--- config.mk ---
export PLATFORM = sky130hd
export DESIGN_NAME = sat_mul_arbiter
export DESIGN_NICKNAME = d
export VERILOG_FILES = /design/src/rtl/sat_mul_arbiter.sv
export SDC_FILE = /design/constraint.sdc
export NUM_CORES = 1
export LEC_CHECK = 0
export CELL_PAD_IN_SITES_DETAIL_PLACEMENT = 0
export CELL_PAD_IN_SITES_GLOBAL_PLACEMENT = 2
export CORE_MARGIN = 2
export CORE_UTILIZATION = 35
export CTS_CLUSTER_DIAMETER = 50
export CTS_CLUSTER_SIZE = 28
export DETAILED_ROUTE_END_ITERATION = 12
export HOLD_SLACK_MARGIN = 0.15
export PLACE_DENSITY_LB_ADDON = 0.1
export SLEW_MARGIN = 20
export SYNTH_ARGS = -nofsm -noshare
export SYNTH_HDL_FRONTEND = slang
export SYNTH_SLANG_ARGS = --single-unit
--- constraint.sdc ---
create_clock -name clk -period 11.7 [get_ports clk]
set_clock_uncertainty 0.2 [all_clocks]
set_input_delay 2.34 -clock clk [delete_from_list [all_inputs] [get_ports clk]]
set_output_delay 2.34 -clock clk [all_outputs]
set_load 0.02 [all_outputs]
--- src/rtl/sat_mul_arbiter.sv ---
// Round-robin shared signed multiply / arithmetic-shift / saturate datapath.
// Two pipeline stages with a single valid/ready response port tagged by requester id.
module sat_mul_arbiter #(
    parameter int NREQ  = 4,
    parameter int IN_W  = 16,
    parameter int OUT_W = 16,
    parameter int FRAC  = 14,
    parameter int ID_W  = $clog2(NREQ)
) (
    input  logic                   clk,
    input  logic                   rst_n,
    input  logic [NREQ-1:0]        req_valid,
    output logic [NREQ-1:0]        req_ready,
    input  logic [NREQ*IN_W-1:0]   req_a,
    input  logic [NREQ*IN_W-1:0]   req_b,
    output logic                   rsp_valid,
    input  logic                   rsp_ready,
    output logic [OUT_W-1:0]       rsp_data,
    output logic [ID_W-1:0]        rsp_id,
    output logic                   rsp_sat,
    output logic [15:0]            sat_cnt,
    input  logic                   sat_cnt_clr
);

    localparam int PW = 2 * IN_W;
    localparam logic signed [PW-1:0] MAX_V = {{(PW-OUT_W+1){1'b0}}, {(OUT_W-1){1'b1}}};
    localparam logic signed [PW-1:0] MIN_V = ~MAX_V;

    logic [ID_W-1:0]        ptr_q, ptr_d;
    logic                   s1_valid_q, s1_valid_d;
    logic [ID_W-1:0]        s1_id_q, s1_id_d;
    logic signed [PW-1:0]   s1_prod_q, s1_prod_d;
    logic                   rsp_valid_q, rsp_valid_d;
    logic [OUT_W-1:0]       rsp_data_q, rsp_data_d;
    logic [ID_W-1:0]        rsp_id_q, rsp_id_d;
    logic                   rsp_sat_q, rsp_sat_d;
    logic [15:0]            sat_cnt_q, sat_cnt_d;

    logic                   s1_en, s2_en, accept, gnt_found;
    logic [ID_W-1:0]        gnt_idx, cand;
    logic signed [IN_W-1:0] a_sel, b_sel;
    logic signed [PW-1:0]   shifted;

    assign s2_en = !rsp_valid_q || rsp_ready;
    assign s1_en = !s1_valid_q || s2_en;

    // First valid requester at or after the pointer, wrapping modulo NREQ.
    always_comb begin
        gnt_found = 1'b0;
        gnt_idx   = '0;
        cand      = '0;
        for (int unsigned k = 0; k < NREQ; k++) begin
            cand = ID_W'((32'(ptr_q) + k) % NREQ);
            if (!gnt_found && req_valid[cand]) begin
                gnt_found = 1'b1;
                gnt_idx   = cand;
            end
        end
    end

    always_comb begin
        a_sel = '0;
        b_sel = '0;
        for (int unsigned k = 0; k < NREQ; k++) begin
            if (ID_W'(k) == gnt_idx) begin
                a_sel = req_a[k*IN_W +: IN_W];
                b_sel = req_b[k*IN_W +: IN_W];
            end
        end
    end

    assign accept    = s1_en && gnt_found;
    assign req_ready = accept ? (NREQ'(1) << gnt_idx) : '0;

    always_comb begin
        ptr_d      = ptr_q;
        s1_valid_d = s1_valid_q;
        s1_id_d    = s1_id_q;
        s1_prod_d  = s1_prod_q;
        if (s1_en) begin
            s1_valid_d = accept;
        end
        if (accept) begin
            s1_id_d   = gnt_idx;
            s1_prod_d = PW'(a_sel) * PW'(b_sel);
            ptr_d     = (gnt_idx == ID_W'(NREQ - 1)) ? '0 : gnt_idx + 1'b1;
        end
    end

    assign shifted = s1_prod_q >>> FRAC;

    always_comb begin
        rsp_valid_d = rsp_valid_q;
        rsp_data_d  = rsp_data_q;
        rsp_id_d    = rsp_id_q;
        rsp_sat_d   = rsp_sat_q;
        if (s2_en) begin
            rsp_valid_d = s1_valid_q;
            if (s1_valid_q) begin
                rsp_id_d = s1_id_q;
                if (shifted > MAX_V) begin
                    rsp_data_d = MAX_V[OUT_W-1:0];
                    rsp_sat_d  = 1'b1;
                end else if (shifted < MIN_V) begin
                    rsp_data_d = MIN_V[OUT_W-1:0];
                    rsp_sat_d  = 1'b1;
                end else begin
                    rsp_data_d = shifted[OUT_W-1:0];
                    rsp_sat_d  = 1'b0;
                end
            end
        end
    end

    // Clear beats a same-cycle saturating transfer; counter sticks at all-ones.
    always_comb begin
        sat_cnt_d = sat_cnt_q;
        if (sat_cnt_clr) begin
            sat_cnt_d = '0;
        end else if (rsp_valid_q && rsp_ready && rsp_sat_q && (sat_cnt_q != '1)) begin
            sat_cnt_d = sat_cnt_q + 16'd1;
        end
    end

    always_ff @(posedge clk or negedge rst_n) begin
        if (!rst_n) begin
            ptr_q       <= '0;
            s1_valid_q  <= 1'b0;
            s1_id_q     <= '0;
            s1_prod_q   <= '0;
            rsp_valid_q <= 1'b0;
            rsp_data_q  <= '0;
            rsp_id_q    <= '0;
            rsp_sat_q   <= 1'b0;
            sat_cnt_q   <= '0;
        end else begin
            ptr_q       <= ptr_d;
            s1_valid_q  <= s1_valid_d;
            s1_id_q     <= s1_id_d;
            s1_prod_q   <= s1_prod_d;
            rsp_valid_q <= rsp_valid_d;
            rsp_data_q  <= rsp_data_d;
            rsp_id_q    <= rsp_id_d;
            rsp_sat_q   <= rsp_sat_d;
            sat_cnt_q   <= sat_cnt_d;
        end
    end

    assign rsp_valid = rsp_valid_q;
    assign rsp_data  = rsp_data_q;
    assign rsp_id    = rsp_id_q;
    assign rsp_sat   = rsp_sat_q;
    assign sat_cnt   = sat_cnt_q;

endmodule

==> results.sh, run 1 <==
export IMPL_slowest_delay_ns=0.66
export IMPL_wl_per_cell_um=19.3
export IMPL_status="finished clean"
export IMPL_portBuffers=175
export IMPL_antenna_found_initial=0
export IMPL_vias=11500
export IMPL_n_antenna_cell=0
export IMPL_slew_headroom_pct=29.4
export IMPL_path_class="in -> reg"
export IMPL_synth_cell_types=61
export IMPL_yosys_area_top_type="fa_1"
export IMPL_nets=2303
export IMPL_antenna_left=0
export IMPL_syn_cell_area_sq_um=13600
export IMPL_first_pass_iters=5
export IMPL_worstSetupEndpointType="flop"
export IMPL_synth_ff_latch_count=59
export IMPL_htree_levels=3
export IMPL_synthTopCellsByCount="inv_1 (305), nor2_1 (283), fa_1 (261)"
export IMPL_cts_num_sinks=59
export IMPL_cp_common_cell="fa_1"
export IMPL_die_area_sq_um=40300
export IMPL_grt_setup_unrepaired="false"
export IMPL_cts_resized=0
export IMPL_cts_max_path_buffers=2
export IMPL_routabilityCongestion=0.877
export IMPL_ios=176
export IMPL_die_h_um=201
export IMPL_fin_tns_setup_ns=0
export IMPL_cts_tree="done"
export IMPL_grt_util_all_layers_pct=23.6
export IMPL_fin_crit_ns=11.01
export IMPL_drc=0
export IMPL_postCtsSetupBuffers=0
export IMPL_start_util_pct=35.3
export IMPL_coreArea_sq_um=38500
export IMPL_drt_initial_drc_count=516
export IMPL_cp_data_arrival_time_ns=11.10
export IMPL_crit_required_ns=11.78
export IMPL_multi_input_area_sq_um=10700
export IMPL_fmax_ghz=0.0908
export IMPL_dpl_hpwl_mm=38.8
export IMPL_period_share_pct=94.1
export IMPL_setup_viol=0
export IMPL_yosysTopAreaCellShare_pct=38.5
export IMPL_path_max_fanout=50
export IMPL_synthTopCellsByArea="fa_1 (39%), dfrtp_1 (11%), inv_1 (8.4%)"
export IMPL_area_growth_pct=20.4
export IMPL_worst_pin_slew_ns=1.06
export IMPL_cts_buffers=9
export IMPL_syn_inst=1673
export IMPL_holdBufCountCts=0
export IMPL_hold_viol_final=0
export IMPL_cts_root_buf="clkbuf_16"
export IMPL_final_max_slew_viol_count=0
export IMPL_worst_setup_path_start_kind="input pin"
export IMPL_cap_violations=0
export IMPL_routed_via_density=4.90
export IMPL_async_flop_share_pct=100
export IMPL_synth_most_common_cell="inv_1"
export IMPL_synth_edf_count=0
export IMPL_wl_mm=45.2
export IMPL_ys_flop_type="dfrtp_1"
export IMPL_clock_latency_ns=0.34
export IMPL_yosysWarnings=0
export IMPL_grt_start_max_net_pins=60
export IMPL_grt_overflow_total=0
export IMPL_nFillCells=3969
export IMPL_clk_pin_slew_ns=0.06
export IMPL_syn_mean_instance_area_sq_um=8.11
export IMPL_die_w_um=201
export IMPL_hold_ws_ns=0.269
export IMPL_grt_pass1_vias=12400
export IMPL_hold_class="reg -> reg"
export IMPL_cp_slowest_cell="a21oi_1"
export IMPL_grt_pass1_wl_mm=72.5
export IMPL_seq_area_sq_um=1480
export IMPL_drive_above_1_share_pct=4.43
export IMPL_synth_seq_area_share_pct=10.9
export IMPL_syn_nets=2154
export IMPL_rows=72
export IMPL_r2r_slack_ns=2.82
-- logic make-up after synthesis --
group	count (synthesis)	share of synthesized area [%]
buf+inv	380	10.6
fa+ha+maj	345	46.3
compound gates	235	10.7
mux	6	0.480
xor+xnor	32	2.07
flops	59	10.9
simple gates	616	19.0
-- registers in the layout (all words and copies together) (netlist names), 2 cells and up --
| signal | flops |
|---|---|
| rsp_data | 16 |
| rsp_id | 2 |
| s1_id_q | 2 |
| ptr_q | 2 |
| sat_cnt | 16 |
| s1_prod_q | 18 |
-- per-layer routing --
metal	global-route usage [%]	vias to the layer above	part of all wire, %
met3	1.43	24	2.1
met2	43.8	177	52
met4	4.66	0	1.4
met1	30.5	5840	44
li1	-	5447	-
met5	0	-	0
-- worst max-delay path: cells and delay by family --
family / cells / cell delay, ns
buffers and inverters: 7 / 1.06
AND/OR/NAND/NOR: 6 / 0.66
adder cells (fa/ha/maj): 8 / 4.04
AO/OA/AOI/OAI: 10 / 2.96
-- final cells by class --
class | instances | share of cell area (%)
repair buffers | 212 | 12.6
well taps | 518 | 3.97
flip-flops and latches | 59 | 9.04
multi-input cells | 1234 | 65.4
inverters | 306 | 7.04
clock inverters | 4 | 0.452
clock buffers | 12 | 1.51
-- per-stage QoR --
stage | worst slack (ns) | utilization (%) | std cells | cell area [sq um]
floorplan | 1.63 | - | 1673 | 13600
global placement | 0.317 | 41.6 | 2329 | 16000
detailed placement | 0.271 | 41.6 | 2329 | 16000
CTS | 0.623 | 42.4 | 2345 | 16300
global route | 0.0484 | 42.4 | 2345 | 16300
finish | 0.688 | 42.4 | 2345 | 16300
-- cells in the final DEF, fill, tap and decap left out, drive strengths merged, types with 3 or more instances in the layout --
master	instances
nand3	23
xnor2	19
nand3b	3
dfrtp	59
a21oi	107
inv	306
nor4	5
nor2b	5
nand2	221
o21ai	47
a21o	30
and2	10
clkbuf	12
mux2	4
o221ai	5
nand2b	19
nor2	283
nand4	11
fa	261
and3	10
o211ai	8
ha	84
clkdlybuf4s50	174
o21a	7
buf	38
xor2	13
a21boi	3
a211oi	6
o31ai	7
or2	7
nor3	9
-- path summary, 6_finish.rpt --
path / startpoint / to / cells past startpoint
min in group asynchronous: rst_n / ptr_q[1]$_DFFE_PN0P_ / 2
setup / recovery: req_valid[0] / s1_prod_q[28]$_DFFE_PN0P_ / 31
hold reg to reg: s1_id_q[0]$_DFFE_PN0P_ / s1_id_q[0]$_DFFE_PN0P_ / 2
setup reg to reg: ptr_q[0]$_DFFE_PN0P_ / s1_prod_q[28]$_DFFE_PN0P_ / 29
max in group asynchronous: rst_n / s1_prod_q[30]$_DFFE_PN0P_ / 2
hold / removal: s1_id_q[0]$_DFFE_PN0P_ / s1_id_q[0]$_DFFE_PN0P_ / 2
Power of run 1 is not shown: default switching activity piles up to over one toggle a cycle in this logic, so the estimate is an artifact.
==> run 2, diff against run 1 <==
--- a/config.mk
+++ b/config.mk
@@ -5,6 +5,7 @@
 export SDC_FILE = /design/constraint.sdc
 export NUM_CORES = 1
 export LEC_CHECK = 0
+export ABC_CLOCK_PERIOD_IN_PS = 11700
 export CELL_PAD_IN_SITES_DETAIL_PLACEMENT = 0
 export CELL_PAD_IN_SITES_GLOBAL_PLACEMENT = 2
 export CORE_MARGIN = 2
==> results of run 2 <==
No change in the layout: final DEF, timing and power equal those of run 1.
Power of run 2 is left out for the same reason.
